$ cat src/rtl/skipdecode_if.sv
// Bundle of the skip-ring observation inputs and the decoded-mask outputs.
// The master side drives the ring signals, and the slave side is the decoder.
interface skipdecode_if #(
    parameter int LEN = 16
) ();
    logic                     E;
    logic                     B0;
    logic                     TOG;
    logic [LEN-1:0]           MASK;
    logic                     VALID;
    logic                     ERR;
    logic [$clog2(LEN)-1:0]   SLOT;

    modport master (output E, B0, TOG, input MASK, VALID, ERR, SLOT);
    modport slave  (input E, B0, TOG, output MASK, VALID, ERR, SLOT);
endinterface

$ cat src/rtl/skipdecode.sv
// Rebuilds the rotating clock-skip mask from the delivered-pulse toggle.
// VALID asserts after LOCK identical consecutive frames.
module skipdecode #(
    parameter int LEN  = 16,
    parameter int LOCK = 3
) (
    input  logic         iCLK,
    input  logic         RST,
    skipdecode_if.slave  bus
);
    localparam int SW = $clog2(LEN);
    localparam int CW = $clog2(LOCK + 1);

    typedef enum logic [1:0] {HUNT, FILL, CHECK, LOCKED} state_t;

    state_t          r_state;
    state_t          w_stateNext;
    logic            r_togQ;
    logic [SW-1:0]   r_slot;
    logic [LEN-2:0]  r_cap;
    logic [LEN-1:0]  r_mask;
    logic            r_valid;
    logic            r_err;
    logic [CW-1:0]   r_cnt;

    logic [LEN-1:0]  w_maskNext;
    logic [CW-1:0]   w_cntNext;
    logic            w_validNext;
    logic            w_errNext;

    logic            w_present;
    logic            w_b0Slot;
    logic            w_badB0;
    logic            w_missB0;
    logic            w_frameEnd;
    logic [LEN-1:0]  w_word;
    logic            w_match;
    logic [CW-1:0]   w_cntInc;
    logic [SW-1:0]   w_capIdx;

    assign w_present  = bus.TOG ^ r_togQ;
    assign w_b0Slot   = bus.E & bus.B0;
    assign w_badB0    = w_b0Slot && (r_slot != '0) && (r_state != HUNT);
    assign w_missB0   = bus.E && !bus.B0 && (r_slot == '0) && (r_state != HUNT);
    // A B0 on the last slot is a framing error, so it never completes a frame.
    assign w_frameEnd = bus.E && !bus.B0 && (r_slot == SW'(LEN - 1));
    assign w_word     = {~w_present, r_cap};
    assign w_match    = (w_word == r_mask);
    assign w_cntInc   = r_cnt + 1'b1;
    assign w_capIdx   = bus.B0 ? '0 : r_slot;

    always_ff @(posedge iCLK) begin
        r_togQ <= bus.TOG;
    end

    always_ff @(posedge iCLK) begin
        if (RST) begin
            r_state <= HUNT;
        end else begin
            r_state <= w_stateNext;
        end
    end

    always_comb begin
        w_stateNext = r_state;
        if (w_badB0) begin
            w_stateNext = FILL;
        end else if (w_missB0) begin
            w_stateNext = HUNT;
        end else begin
            unique case (r_state)
                HUNT:    if (w_b0Slot) w_stateNext = FILL;
                FILL:    if (w_frameEnd) w_stateNext = (LOCK == 1) ? LOCKED : CHECK;
                CHECK:   if (w_frameEnd && w_match && (w_cntInc == CW'(LOCK))) w_stateNext = LOCKED;
                LOCKED:  if (w_frameEnd && !w_match && (LOCK != 1)) w_stateNext = CHECK;
                default: w_stateNext = HUNT;
            endcase
        end
    end

    always_comb begin
        w_maskNext  = r_mask;
        w_cntNext   = r_cnt;
        w_validNext = r_valid;
        w_errNext   = 1'b0;
        // Framing errors win over any compare that would finish on the same slot.
        if (w_badB0 || w_missB0) begin
            w_errNext   = 1'b1;
            w_validNext = 1'b0;
        end else if (w_frameEnd) begin
            unique case (r_state)
                FILL: begin
                    w_maskNext  = w_word;
                    w_cntNext   = CW'(1);
                    w_validNext = (LOCK == 1);
                end
                CHECK: begin
                    if (w_match) begin
                        w_cntNext = w_cntInc;
                        if (w_cntInc == CW'(LOCK)) w_validNext = 1'b1;
                    end else begin
                        w_maskNext = w_word;
                        w_cntNext  = CW'(1);
                        w_errNext  = 1'b1;
                    end
                end
                LOCKED: begin
                    if (!w_match) begin
                        w_maskNext  = w_word;
                        w_cntNext   = CW'(1);
                        w_errNext   = 1'b1;
                        w_validNext = (LOCK == 1);
                    end
                end
                default: ;
            endcase
        end
    end

    always_ff @(posedge iCLK) begin
        if (RST) begin
            r_slot  <= '0;
            r_cap   <= '0;
            r_mask  <= '0;
            r_valid <= 1'b0;
            r_err   <= 1'b0;
            r_cnt   <= '0;
        end else begin
            r_mask  <= w_maskNext;
            r_valid <= w_validNext;
            r_err   <= w_errNext;
            r_cnt   <= w_cntNext;
            if (bus.E) begin
                if (w_capIdx != SW'(LEN - 1)) r_cap[w_capIdx] <= ~w_present;
                if (bus.B0) begin
                    r_slot <= SW'(1);
                end else if (r_slot == SW'(LEN - 1)) begin
                    r_slot <= '0;
                end else begin
                    r_slot <= r_slot + 1'b1;
                end
            end
        end
    end

    assign bus.MASK  = r_mask;
    assign bus.VALID = r_valid;
    assign bus.ERR   = r_err;
    assign bus.SLOT  = r_slot;
endmodule

$ cat src/flat_wrapper.sv
// flat-port wrapper written by rule: the top's interface ports become plain ports
module skipdecode_flat 
#(
    parameter int LEN  = 16,
    parameter int LOCK = 3
)
  (iCLK, RST, bus_E, bus_B0, bus_TOG, bus_MASK, bus_VALID, bus_ERR, bus_SLOT);
  skipdecode_if #(.LEN(LEN)) bus_i ();
  input  logic iCLK;
  input  logic RST;
  input wire logic [$bits(bus_i.E)-1:0] bus_E;
  input wire logic [$bits(bus_i.B0)-1:0] bus_B0;
  input wire logic [$bits(bus_i.TOG)-1:0] bus_TOG;
  output wire logic [$bits(bus_i.MASK)-1:0] bus_MASK;
  output wire logic [$bits(bus_i.VALID)-1:0] bus_VALID;
  output wire logic [$bits(bus_i.ERR)-1:0] bus_ERR;
  output wire logic [$bits(bus_i.SLOT)-1:0] bus_SLOT;
  assign bus_i.E = bus_E;
  assign bus_i.B0 = bus_B0;
  assign bus_i.TOG = bus_TOG;
  assign bus_MASK = bus_i.MASK;
  assign bus_VALID = bus_i.VALID;
  assign bus_ERR = bus_i.ERR;
  assign bus_SLOT = bus_i.SLOT;
  skipdecode #(.LEN(LEN), .LOCK(LOCK)) u_core (.iCLK(iCLK), .RST(RST), .bus(bus_i));
endmodule
$ cat config.mk
export PLATFORM = sky130hd
export DESIGN_NAME = skipdecode_flat
export DESIGN_NICKNAME = d
export VERILOG_FILES = /design/src/rtl/skipdecode_if.sv /design/src/rtl/skipdecode.sv /design/src/flat_wrapper.sv
export SDC_FILE = /design/constraint.sdc
export NUM_CORES = 1
export LEC_CHECK = 0
export CORE_MARGIN = 1.5
export CORE_UTILIZATION = 50
export CTS_CLUSTER_DIAMETER = 100
export DETAILED_ROUTE_END_ITERATION = 6
export GPL_TIMING_DRIVEN = 0
export HOLD_SLACK_MARGIN = 0.08
export PLACE_DENSITY = 0.73
export SYNTH_ARGS = -nofsm -noshare
export SYNTH_HDL_FRONTEND = slang
export SYNTH_SLANG_ARGS = --single-unit
export TNS_END_PERCENT = 100
$ cat constraint.sdc
create_clock -name iCLK -period 5.6 [get_ports iCLK]
set_clock_uncertainty 0.2 [all_clocks]
set_input_delay 1.12 -clock iCLK [delete_from_list [all_inputs] [get_ports iCLK]]
set_output_delay 1.12 -clock iCLK [all_outputs]
set_load 0.01 [all_outputs]
**After elaboration in Yosys (flattened, before gate mapping)**

Index checks and enable logic that the tools add are counted.

- Output and inout bits: 22
- Bits in writable memories: 0
- Memories: 0
- Register bits: 42
- Memory bits (read-only): 0
- Bits in latches: 0

- Order comparisons: 2
- Reduce and logical (&&, ||, !) cells: 28
- Div/mod/pow operators: 0
- Multiplexer cells: 26
- Equality and inequality tests: 19
- Add/sub/neg operators: 2
- Shifts and indexed selects: 0
- Bitwise gates (word level): 4
- Multipliers: 0

Operators by type and width:

| operator | number |
|---|---|
| 16-bit case mux with 2 select lines | 1 |
| 16-bit == test | 1 |
| 16-bit 2-to-1 mux | 1 |
| 4-bit by 1-bit != test with 1-bit output, second input constant | 4 |
| 4-bit AND reduction | 4 |
| 15-bit bitwise mux | 1 |
| 2-bit 2-to-1 mux | 6 |
| 4-bit 2-to-1 mux | 3 |
| 2-bit by 1-bit != test with 1-bit output, second input constant | 6 |
| 1-bit logical AND | 10 |
| 1-bit 2-to-1 mux | 10 |
| 2-bit case mux with 4 select lines | 1 |
| 2-bit == test, second input constant | 3 |
| 2-bit case mux with 3 select lines | 1 |
| 4-bit by 5-bit < comparator with 1-bit output, second input constant | 1 |
| 5-bit AND reduction | 1 |
| 4-bit by 1-bit adder with 4-bit output, second input constant | 1 |
| 1-bit demux with 4-bit select | 1 |
| 4-bit == test, second input constant | 1 |
| 4-bit by 1-bit >= comparator with 1-bit output, second input constant | 1 |
| 4-bit zero test | 1 |
| 2-bit != test, second input constant | 2 |
| 4-bit != test, second input constant | 1 |
| 2-bit nonzero test | 2 |
| other kinds (14) | 17 |

**Depth between registers and ports, before layout**

Gate-level depths: netlist (run 1).

- Word-level depth: 9
- Gate-level depth with buffers: 9
- Gate-level depth less buffers: 7

**Worst setup path before layout (run 1)**

No wires, ideal clock.

- Path kind: in2reg
- Start: input bus_B0
- End: register u_core.r_mask[10], in the netlist u_core.bus.MASK[10]
- Arrival time: 2397 ps
- Required time: 5328 ps
- Cell stages on the path: 8
- Buffers on the path: 2
- Path slack: 2932 ps
- Cells stage by stage: nand2b_1 nor2_1 and2_1 buf_2 o21ai_1 nor2_4 buf_6 mux2i_1

- Longest elaborated chain between the ends: 7
- Elaborated cells on any way between the ends: 11

Ends and longest elaborated chain:

| item | RTL line | source |
|---|---|---|
| start: declaration | flat_wrapper.sv:12 | `input wire logic [$bits(bus_i.B0)-1:0] bus_B0;` |
| 1-bit zero test | skipdecode.sv:44, skipdecode.sv:46 |  |
| 1-bit logical AND | skipdecode.sv:44, skipdecode.sv:46 |  |
| 1-bit logical AND (2 in series) | skipdecode.sv:44 | `assign w_missB0 = bus.E && !bus.B0 && (r_slot == '0) && (r_state != HUNT);` |
| 1-bit logical OR | skipdecode.sv:87 | `if (w_badB0 \|\| w_missB0) begin` |
| 1-bit NOT (no source line) | n/a |  |
| 4-bit AND reduction (no source line) * | n/a |  |
| end signal: assignment | skipdecode.sv:129 | `r_mask <= w_maskNext;` |
| end: declaration | skipdecode.sv:21 | `logic [LEN-1:0] r_mask;` |

Mark *: on every way between the ends. The rest lies on a longest branch, timed or not.
A chain may end at the register's enable or synchronous reset.

**Worst setup path in the final report (run 1)**

- Start: input bus_B0
- End: register u_core.r_mask[8], in the netlist u_core.bus.MASK[8]

Same word-level chain as after synthesis.

==> run summary, run 1 <==
largest net degree at the start of global routing - 13
postcts setup bufs - 0
initial antenna violation count - 0
die area - 4730 um2
Longest Clk Path Bufs - 2
crit path launch type - primary input
Post-Syn Area per Cell - 8.86 um2
cell chosen for the clock root - clkbuf_8
residual DRC count - 0
async set or reset register ratio after synthesis - 0%
max-slew violations - 0
Vias/cell - 5.44
worst min path class - reg -> reg
commonest cells after routing, fill and taps aside - 42 x dfxtp_1, 32 x nand2b_1, 29 x mux2i_1
Die W - 68.7 um
Synth top area share - 38.9%
hold_sp - u_core.r_cap[8]$_SDFFE_PP0P_
number of diodes - 0
Tot GR Track Use - 22.1%
Reg-to-Reg Start - u_core.bus.SLOT[2]$_SDFFE_PP0P_
Core Area - 4090 um2
placed cells - 319
DP Wirelength - 3330 um
register area share after synthesis - 38.9%
relative slew slack - 66.9%
met3 routed WL - 208 um
Fmax achieved - 306 MHz
Worst Hold Endpoint - u_core.r_cap[8]$_SDFFE_PP0P_
Worst R2R Path Depth - 9
CTS H-tree lvls - 2
top post-synthesis cells by area - dfxtp_1 39%, mux2i_1 13%, nand2b_1 9.3%, xor2_1 5.3%, nand2_1 4.2%
Num CTS Buffers - 5
crit path kind - in -> reg
non-filler cells, final - 327
EDFF count, synth - 0
routability cong. - 0.869
Worst Path Required - 5.63 ns
reg-to-reg endpoint - u_core.bus.MASK[8]$_SDFFE_PP0P_
num ports - 27
highest metal used - met4
Max-cap violations - 0
Multi-input gate area - 1240 um2
gr ovfl total - 0
Routed wire per std cell - 14.0 um
routed wl met2 - 2110 um
final instance area - 2560 um2
area delta synth->final - 18.7%
endpoint class of the critical path - flop
Synth Instances - 244
worst hold path cell count - 2
flops & latches, synth - 42
Clock transition at path regs - 0.08 ns
ys flop type - dfxtp_1
pwr dens - 216 nW/um2
Final Setup Violations - 0
row cnt - 23
Starting DRT DRC Count - 91
Least-Margin Pin Slew - 0.497 ns
Placed Area - 2470 um2
RSZ-0062 raised after global routing - false
worst ir drop on vdd - 0.146 mV
leak pwr - 0.00101 uW
Resized Gates After CTS - 0
Metal-1 WL - 2230 um
CTS tree - yes
Initial Util - 52.9%
Distinct cells, synth - 40
Yosys top cell by area - dfxtp_1
DIE HEIGHT - 68.7 um
Final Critical Period - 3.27 ns
nets - 284
synthesized cell area - 2160 um2
fin crit share - 58.4%
number of global-route vias before repair - 1587
Final Hold Fails - 0
status - finished, final reports clean
DR pass1 iterations - 4
layout cells sized above 1 - 5.05%
Vias - 1779
clk sinks - 42
yosys warns - 0
critical path data arrival time - 3.30 ns
register area - 841 um2
most common cell after layout, fill and taps aside - dfxtp_1
# hold bufs at CTS - 0
total negative slack - 0 ns
first-pass GRT wire length - 7610 um
Clock Latency Late Sink - 0.30 ns
Mapped Nets - 252
r2r setup slk - 3.25 ns
port buffer count - 25
filler instances - 373
WL final - 4590 um
CP Max Fanout - 10
Final ANT Viol Nets - 0
-- power by group --
part | internal, uW | switching (uW)
clock | 99.5 | 105
combinational | 18.2 | 27.2
sequential | 301 | 2.66
-- cell type report --
cell class | instances | area share [%]
Buffer | 14 | 2.44
Clock buffer | 7 | 3.37
Clock inverter | 1 | 0.195
Inverter | 5 | 0.732
Multi-Input combinational cell | 183 | 48.3
Sequential cell | 42 | 32.8
Tap cell | 50 | 2.44
Timing Repair Buffer | 25 | 9.76
-- routing by layer --
layer	vias up	GRT usage, %
met5	-	0
met4	0	5.15
met3	5	5.84
met2	42	36.1
met1	848	29.3
li1	884	-
-- cells in the mapped netlist, types with 3 or more instances --
library cell   n
nand3_1        3
xor2_1        13
inv_1          5
nor4_1         3
clkbuf_1      11
nor3_1         7
nand2b_1      32
ha_1           3
nand2_1       24
o21ai_0        5
and2_1         3
dfxtp_1       42
mux2i_1       29
xnor2_1        4
nor2_1        23
a21oi_1        8
-- how the worst max path moves through the flow --
stage | slack [ns] | endpoint | from
final | 2.33 | u_core.bus.MASK[8]$_SDFFE_PP0P_ | bus_B0
after floorplan | 2.93 | u_core.bus.MASK[10]$_SDFFE_PP0P_ | bus_B0
after global placement | 2.04 | u_core.bus.MASK[11]$_SDFFE_PP0P_ | bus_B0
after detailed placement | 2.01 | u_core.bus.MASK[8]$_SDFFE_PP0P_ | bus_B0
after global routing | 2.18 | u_core.bus.MASK[7]$_SDFFE_PP0P_ | bus_B0
after CTS | 2.31 | u_core.bus.MASK[8]$_SDFFE_PP0P_ | bus_B0
-- through the flow --
step | total power [uW] | util [%] | hold slack, ns | setup slack [ns]
floorplan | 342 | - | 0.256 | 2.93
global route | 574 | 62.8 | 0.324 | 2.18
global placement | 355 | 60.5 | 0.278 | 2.04
CTS | 559 | 62.8 | 0.297 | 2.31
detailed placement | 356 | 60.5 | 0.285 | 2.01
finish | 554 | 62.8 | 0.293 | 2.33
-- worst max-delay path, cell delays in order --
cell	delay, ns
clkdlybuf4s50_1	0.50
nand2b_1	0.21
nor2_1	0.25
and2_1	0.16
buf_2	0.17
o21ai_1	0.16
nor2_4	0.29
buf_6	0.23
mux2i_1	0.20
-- state kept, by name, summed over array words and instances, names as in the netlist --
| register | cells |
|---|---|
| u_core.r_cap | 15 |
| u_core.bus.ERR | 1 |
| u_core.bus.VALID | 1 |
| u_core.r_togQ | 1 |
| u_core.bus.SLOT | 4 |
| u_core.r_cnt | 2 |
| u_core.bus.MASK | 16 |
| u_core.r_state | 2 |
-- cell families after synthesis --
kind of cell    after synthesis  share of synthesized area (%)
compound gates               26                           7.93
xor+xnor                     18                           7.64
fa+ha+maj                     3                           1.74
buf+inv                      19                           3.76
flops                        42                           38.9
mux                          29                           13.4
simple gates                107                           26.6
Note: power is estimated with default switching activity, not from simulation.
==> inputs of run 2 (changes only) <==
- CORE_UTILIZATION: 50 -> 49
- PLACE_DENSITY: 0.73 -> 0.75
- clock period: 5.6 -> 2.7 ns (I/O delays scaled with it)
==> run 2 against run 1 <==
  * Global-route usage fell by 3.3 points
  * Sequential power rose by 110%
  * Count of clock-buffer cells in the layout did not move
  * Wire length fell by 3.0%
  * Register-to-register slack got worse by 2.8 ns
  * Final cell count rose by 0.61%
  * Setup slack got worse by 2.1 ns
  * Critical path depth did not move
  * Clock power rose by 110%
  * Largest cell class unchanged
  * Sequential cell count did not move
  * Via count fell by 3.0%
  * Design area rose by 0.59%
  * Largest power group unchanged
==> run summary, run 2 (synthesized netlist as in run 1, its figures left out) <==
Vias/cell - 5.25 (was 5.44)
Least-Margin Pin Slew - 0.525 ns (was 0.497 ns)
Routed wire per std cell - 13.5 um (was 14.0 um)
Clock transition at path regs - 0.08 ns (about the same)
Worst R2R Path Depth - 7 (was 9)
pre-CTS setup slack - -0.264 ns (was 2.01 ns)
largest net degree at the start of global routing - 13 (unchanged)
Levels on crit path - 9 (unchanged)
RSZ-0062 raised after global routing - false (unchanged)
max-slew violations - 0 (unchanged)
DIE HEIGHT - 69.4 um (was 68.7 um)
critical path data arrival time - 2.51 ns (was 3.30 ns)
Longest Clk Path Bufs - 2 (unchanged)
Final Hold Fails - 0 (unchanged)
Core Area - 4120 um2 (was 4090 um2)
pwr dens - 445 nW/um2 (was 216 nW/um2)
CTS tree - yes (unchanged)
layout cells sized above 1 - 5.73% (was 5.05%)
cell chosen for the clock root - clkbuf_8 (unchanged)
relative slew slack - 64.7% (was 66.9%)
worst hold path cell count - 2 (unchanged)
leak pwr - 0.00102 uW (was 0.00101 uW)
register area - 841 um2 (unchanged)
first-pass GRT wire length - 7300 um (was 7610 um)
Logic pwr share - 8.1% (was 8.2%)
die area - 4820 um2 (was 4730 um2)
DP Wirelength - 3200 um (was 3330 um)
nets - 286 (was 284)
port buffer count - 25 (unchanged)
DR pass1 iterations - 4 (unchanged)
number of global-route vias before repair - 1538 (was 1587)
worst min path class - reg -> reg (unchanged)
area delta synth->final - 19.4% (was 18.7%)
power share of the sequential group - 54.8% (was 54.9%)
initial antenna violation count - 0 (unchanged)
Num CTS Buffers - 5 (unchanged)
sw frac - 24.4% (about the same)
WL final - 4450 um (was 4590 um)
Fmax achieved - 404 MHz
internal power - 869 uW (was 419 uW)
number of diodes - 0 (unchanged)
commonest cells after routing, fill and taps aside - 42 x dfxtp_1, 32 x nand2b_1, 29 x mux2i_1 (unchanged)
routability cong. - 0.863 (was 0.869)
Final Critical Period - 2.47 ns
crit-path max cell delay - 0.50 ns (about the same)
Sw Pwr - 280 uW (was 135 uW)
Crit-path slowest cell - clkdlybuf4s50_1 (unchanged)
CTS H-tree lvls - 2 (unchanged)
crit path kind - in -> reg (unchanged)
Final ANT Viol Nets - 0 (unchanged)
num ports - 27 (unchanged)
crit path buf inv count - 3 (unchanged)
worst ir drop on vdd - 0.287 mV (was 0.146 mV)
Vias - 1726 (was 1779)
row cnt - 23 (unchanged)
final worst slack - 0.225 ns (was 2.33 ns)
Worst Path Required - 2.73 ns (was 5.63 ns)
Multi-input gate area - 1240 um2 (unchanged)
Initial Util - 52.5% (was 52.9%)
Final Setup Violations - 0 (unchanged)
fin crit share - 91.7%
crit-path leading delay family - buffers and inverters (was simple AND/OR/NAND/NOR gates)
total negative slack - 0 ns (unchanged)
most common cell after layout, fill and taps aside - dfxtp_1 (unchanged)
crit path launch type - primary input (unchanged)
max reg flops - 16 (unchanged)
Clock Latency Late Sink - 0.30 ns (about the same)
Starting DRT DRC Count - 57 (was 91)
residual DRC count - 0 (unchanged)
CP Max Fanout - 10 (unchanged)
Final Util - 62.7% (was 62.8%)
filler instances - 372 (was 373)
non-filler cells, final - 329 (was 327)
endpoint class of the critical path - flop (unchanged)
status - finished, final reports clean (unchanged)
Tot GR Track Use - 18.8% (was 22.1%)
# hold bufs at CTS - 0 (unchanged)
placed cells - 319 (unchanged)
gr ovfl total - 0 (unchanged)
Max-cap violations - 0 (unchanged)
Die W - 69.4 um (was 68.7 um)
clk sinks - 42 (unchanged)
clock power share - 37.1% (was 36.9%)
crit-path cells - clkdlybuf4s50_1 -> nand2b_1 -> nor2_1 -> and2_1 -> buf_2 -> o21ai_1 -> nor2_4 -> buf_6 -> mux2i_1 (unchanged)
-- run 2: changes by cell type in the layout (fill, tap and decap cells not counted), sizes merged --
| cell | previous run | this run |
|---|---|---|
| buf | 3 | 5 |
-- run 2: what timing repair did --
action                     CTS  global route
setup buffers                0             2
setup endpoints to repair    0            10
gates resized for setup      0             0
-- run 2: final timing paths --
check                                                     start                                to  slack [ns]
worst min-delay path               u_core.r_cap[4]$_SDFFE_PP0P_      u_core.r_cap[4]$_SDFFE_PP0P_        0.29
worst min register to register     u_core.r_cap[4]$_SDFFE_PP0P_      u_core.r_cap[4]$_SDFFE_PP0P_        0.29
worst max-delay path                                     bus_B0   u_core.bus.MASK[2]$_SDFFE_PP0P_        0.23
worst max register to register  u_core.bus.MASK[2]$_SDFFE_PP0P_  u_core.bus.MASK[13]$_SDFFE_PP0P_        0.50
-- run 2: per-stage QoR --
stage | instance area, um2 | total power [uW] | hold WS, ns
floorplan | 2160 | 708 | 0.256
global placement | 2470 | 737 | 0.276
detailed placement | 2470 | 738 | 0.283
CTS | 2560 | 1150 | 0.294
global route | 2580 | 1190 | 0.319
finish | 2580 | 1150 | 0.293
-- run 2: final cells by class --
class / count / area share [%]
clock buffer: 7 / 3.35
multi-input combinational: 183 / 48.0
inverter: 5 / 0.727
buffer: 14 / 2.42
timing repair buffer: 27 / 10.3
sequential: 42 / 32.6
tap: 50 / 2.42
clock inverter: 1 / 0.194
-- run 2: metal layers --
metal,GRT usage [%],vias up,wire [um]
li1,-,894,-
met1,25.8,799,2300
met2,29.2,24,1930
met3,4.22,9,150
met4,6.54,0,68
met5,0,-,0
-- run 2: tightest hold or removal path, stage by stage, from the launching register on --
cell     delay [ns]
dfxtp_1        0.34
nand2_1        0.06
a21oi_1        0.05
-- run 2: power by group through the flow --
| stage | Sequential, uW | Combinational, uW | Clock, uW |
|---|---|---|---|
| finish | 630 | 93.2 | 426 |
| global route | 631 | 103 | 454 |
| CTS | 630 | 93.4 | 431 |
| detailed placement | 645 | 92.8 | 0 |
| global placement | 645 | 92.2 | 0 |
| floorplan | 645 | 63.5 | 0 |
==> inputs of run 3 (changes only) <==
- RECOVER_POWER: default -> 50
==> run 3 against run 2 <==
  * Register-to-register slack is essentially flat
  * Global-route usage is the same
  * Sequential share of layout area is the same
  * Clock power is essentially flat
  * Utilization is the same
  * Setup slack gained 0.0071 ns
  * Maximum frequency grew 0.29%
  * Critical path depth is the same
  * Count of clock-buffer cells in the layout is the same
  * Design area is the same
  * First-iteration DRC count is the same
  * Power shrank 0.16%
  * Largest cell class unchanged
  * Highest routed layer unchanged
==> run summary, run 3 (synthesized netlist as in run 1, its figures left out) <==
status - finished, final reports clean (unchanged)
Least-Margin Pin Slew - 0.533 ns (was 0.525 ns)
crit path launch type - primary input (unchanged)
Final ANT Viol Nets - 0 (unchanged)
final worst slack - 0.233 ns (was 0.225 ns)
DR pass1 iterations - 4 (unchanged)
Die W - 69.4 um (unchanged)
Tot GR Track Use - 18.8% (unchanged)
CTS H-tree lvls - 2 (unchanged)
DP Wirelength - 3200 um (unchanged)
clk sinks - 42 (unchanged)
crit-path leading delay family - buffers and inverters (unchanged)
Final Total Pwr - 1150 uW (about the same)
DIE HEIGHT - 69.4 um (unchanged)
Vias - 1723 (was 1726)
worst ir drop on vdd - 0.287 mV (about the same)
routability cong. - 0.863 (unchanged)
area delta synth->final - 19.4% (unchanged)
reg-to-reg endpoint - u_core.bus.MASK[13]$_SDFFE_PP0P_ (unchanged)
leak pwr - 0.00110 uW (was 0.00102 uW)
Vias/cell - 5.24 (was 5.25)
Crit-path slowest cell - clkdlybuf4s50_1 (unchanged)
cell chosen for the clock root - clkbuf_8 (unchanged)
Routed wire per std cell - 13.4 um (was 13.5 um)
Fmax achieved - 405 MHz (was 404 MHz)
Initial Util - 52.5% (unchanged)
die area - 4820 um2 (unchanged)
critical path data arrival time - 2.50 ns (was 2.51 ns)
first-pass GRT wire length - 7300 um (unchanged)
fin crit share - 91.4% (was 91.7%)
worst hold path cell count - 2 (unchanged)
Final Setup Violations - 0 (unchanged)
nets - 286 (unchanged)
largest net degree at the start of global routing - 13 (unchanged)
pwr dens - 445 nW/um2 (about the same)
Final Util - 62.7% (unchanged)
crit path buf inv count - 3 (unchanged)
initial antenna violation count - 0 (unchanged)
highest metal used - met4 (unchanged)
Num CTS Buffers - 5 (unchanged)
number of global-route vias before repair - 1538 (unchanged)
Clock transition at path regs - 0.08 ns (about the same)
crit-path cells - clkdlybuf4s50_1 -> nand2b_1 -> nor2_1 -> and2_1 -> buf_2 -> o21ai_1 -> nor2_4 -> buf_6 -> mux2i_1 (unchanged)
Worst Hold Endpoint - u_core.r_cap[4]$_SDFFE_PP0P_ (unchanged)
pre-CTS setup slack - -0.264 ns (unchanged)
Max-cap violations - 0 (unchanged)
max reg flops - 16 (unchanged)
Worst Path Required - 2.73 ns (about the same)
Clock Latency Late Sink - 0.30 ns (about the same)
endpoint class of the critical path - flop (unchanged)
layout cells sized above 1 - 5.73% (unchanged)
crit path kind - in -> reg (unchanged)
r2r setup slk - 0.50 ns (about the same)
routed wl met2 - 1940 um (was 1930 um)
Worst R2R Path Depth - 7 (unchanged)
num ports - 27 (unchanged)
Final Hold Fails - 0 (unchanged)
CP Max Fanout - 10 (unchanged)
relative slew slack - 64.2% (was 64.7%)
Final Critical Period - 2.47 ns (about the same)
Longest Clk Path Bufs - 2 (unchanged)
worst min path class - reg -> reg (unchanged)
Core Area - 4120 um2 (unchanged)
Metal-1 WL - 2230 um (was 2300 um)
RSZ-0062 raised after global routing - false (unchanged)
met3 routed WL - 169 um (was 150 um)
most common cell after layout, fill and taps aside - dfxtp_1 (unchanged)
Starting DRT DRC Count - 57 (unchanged)
number of diodes - 0 (unchanged)
hold_sp - u_core.r_cap[4]$_SDFFE_PP0P_ (unchanged)
crit-path max cell delay - 0.50 ns (about the same)
CTS tree - yes (unchanged)
commonest cells after routing, fill and taps aside - 42 x dfxtp_1, 32 x nand2b_1, 29 x mux2i_1 (unchanged)
gr ovfl total - 0 (unchanged)
residual DRC count - 0 (unchanged)
WL final - 4420 um (was 4450 um)
Reg-to-Reg Start - u_core.bus.MASK[2]$_SDFFE_PP0P_ (unchanged)
row cnt - 23 (unchanged)
port buffer count - 25 (unchanged)
max-slew violations - 0 (unchanged)
[run 3: layer usage]
layer	track usage [%]	up-vias
met5	0	-
met4	6.54	0
met3	4.22	9
met2	29.2	29
met1	25.8	792
li1	-	893
[run 3: power breakdown]
group | internal [uW] | switching (uW) | total [uW]
combinational | 37.2 | 55.2 | 92.4
clock | 206 | 219 | 425
sequential | 625 | 5.10 | 630
total | 868 | 279 | 1150
[run 3: area by class of cell]
class | instances | area, um2
inverter | 5 | 18.8
clock buffer | 7 | 86.3
fill | 372 | 1540
tap | 50 | 62.6
buffer | 14 | 62.6
timing repair buffer | 27 | 265
multi-input combinational | 183 | 1240
sequential | 42 | 841
clock inverter | 1 | 5.00
[run 3: what timing repair did]
| item | 4_1_cts | 5_1_grt |
|---|---|---|
| endpoints found under the setup margin | 0 | 10 |
| endpoints found under the hold margin | 0 | 0 |
| resized for setup | 0 | 0 |
| hold buffers | 0 | 0 |
| setup buffers | 0 | 2 |
[run 3: worst register-to-register path: cells and delay by family (launching register included)]
kind / cells / cell delay [ns]
and+or+nand+nor: 4 / 1.10
DFF: 1 / 0.33
buffers and inverters: 1 / 0.18
xor gates and xnor gates: 1 / 0.16
muxes: 1 / 0.12
[run 3: worst max-delay path by stage]
stage            start                                to  slack, ns  depth (start not counted)
6_report        bus_B0   u_core.bus.MASK[2]$_SDFFE_PP0P_       0.23                          9
5_1_grt        bus_TOG      u_core.r_cnt[0]$_SDFFE_PP0P_       0.04                          6
4_1_cts         bus_B0   u_core.bus.MASK[2]$_SDFFE_PP0P_       0.04                          9
3_5_place_dp    bus_B0   u_core.bus.MASK[2]$_SDFFE_PP0P_      -0.26                          9
3_3_place_gp    bus_B0   u_core.bus.MASK[2]$_SDFFE_PP0P_      -0.27                          9
2_1_floorplan   bus_B0  u_core.bus.MASK[10]$_SDFFE_PP0P_       0.61                          8
[run 3: through the flow]
stage / setup TNS, ns / hold slack [ns] / std cells / cell area, um2
5_1_grt: 0 / 0.319 / 329 / 2580
4_1_cts: 0 / 0.294 / 327 / 2560
2_1_floorplan: 0 / 0.256 / 244 / 2160
6_report: 0 / 0.293 / 329 / 2580
3_3_place_gp: -2.85 / 0.276 / 319 / 2470
3_5_place_dp: -2.80 / 0.283 / 319 / 2470
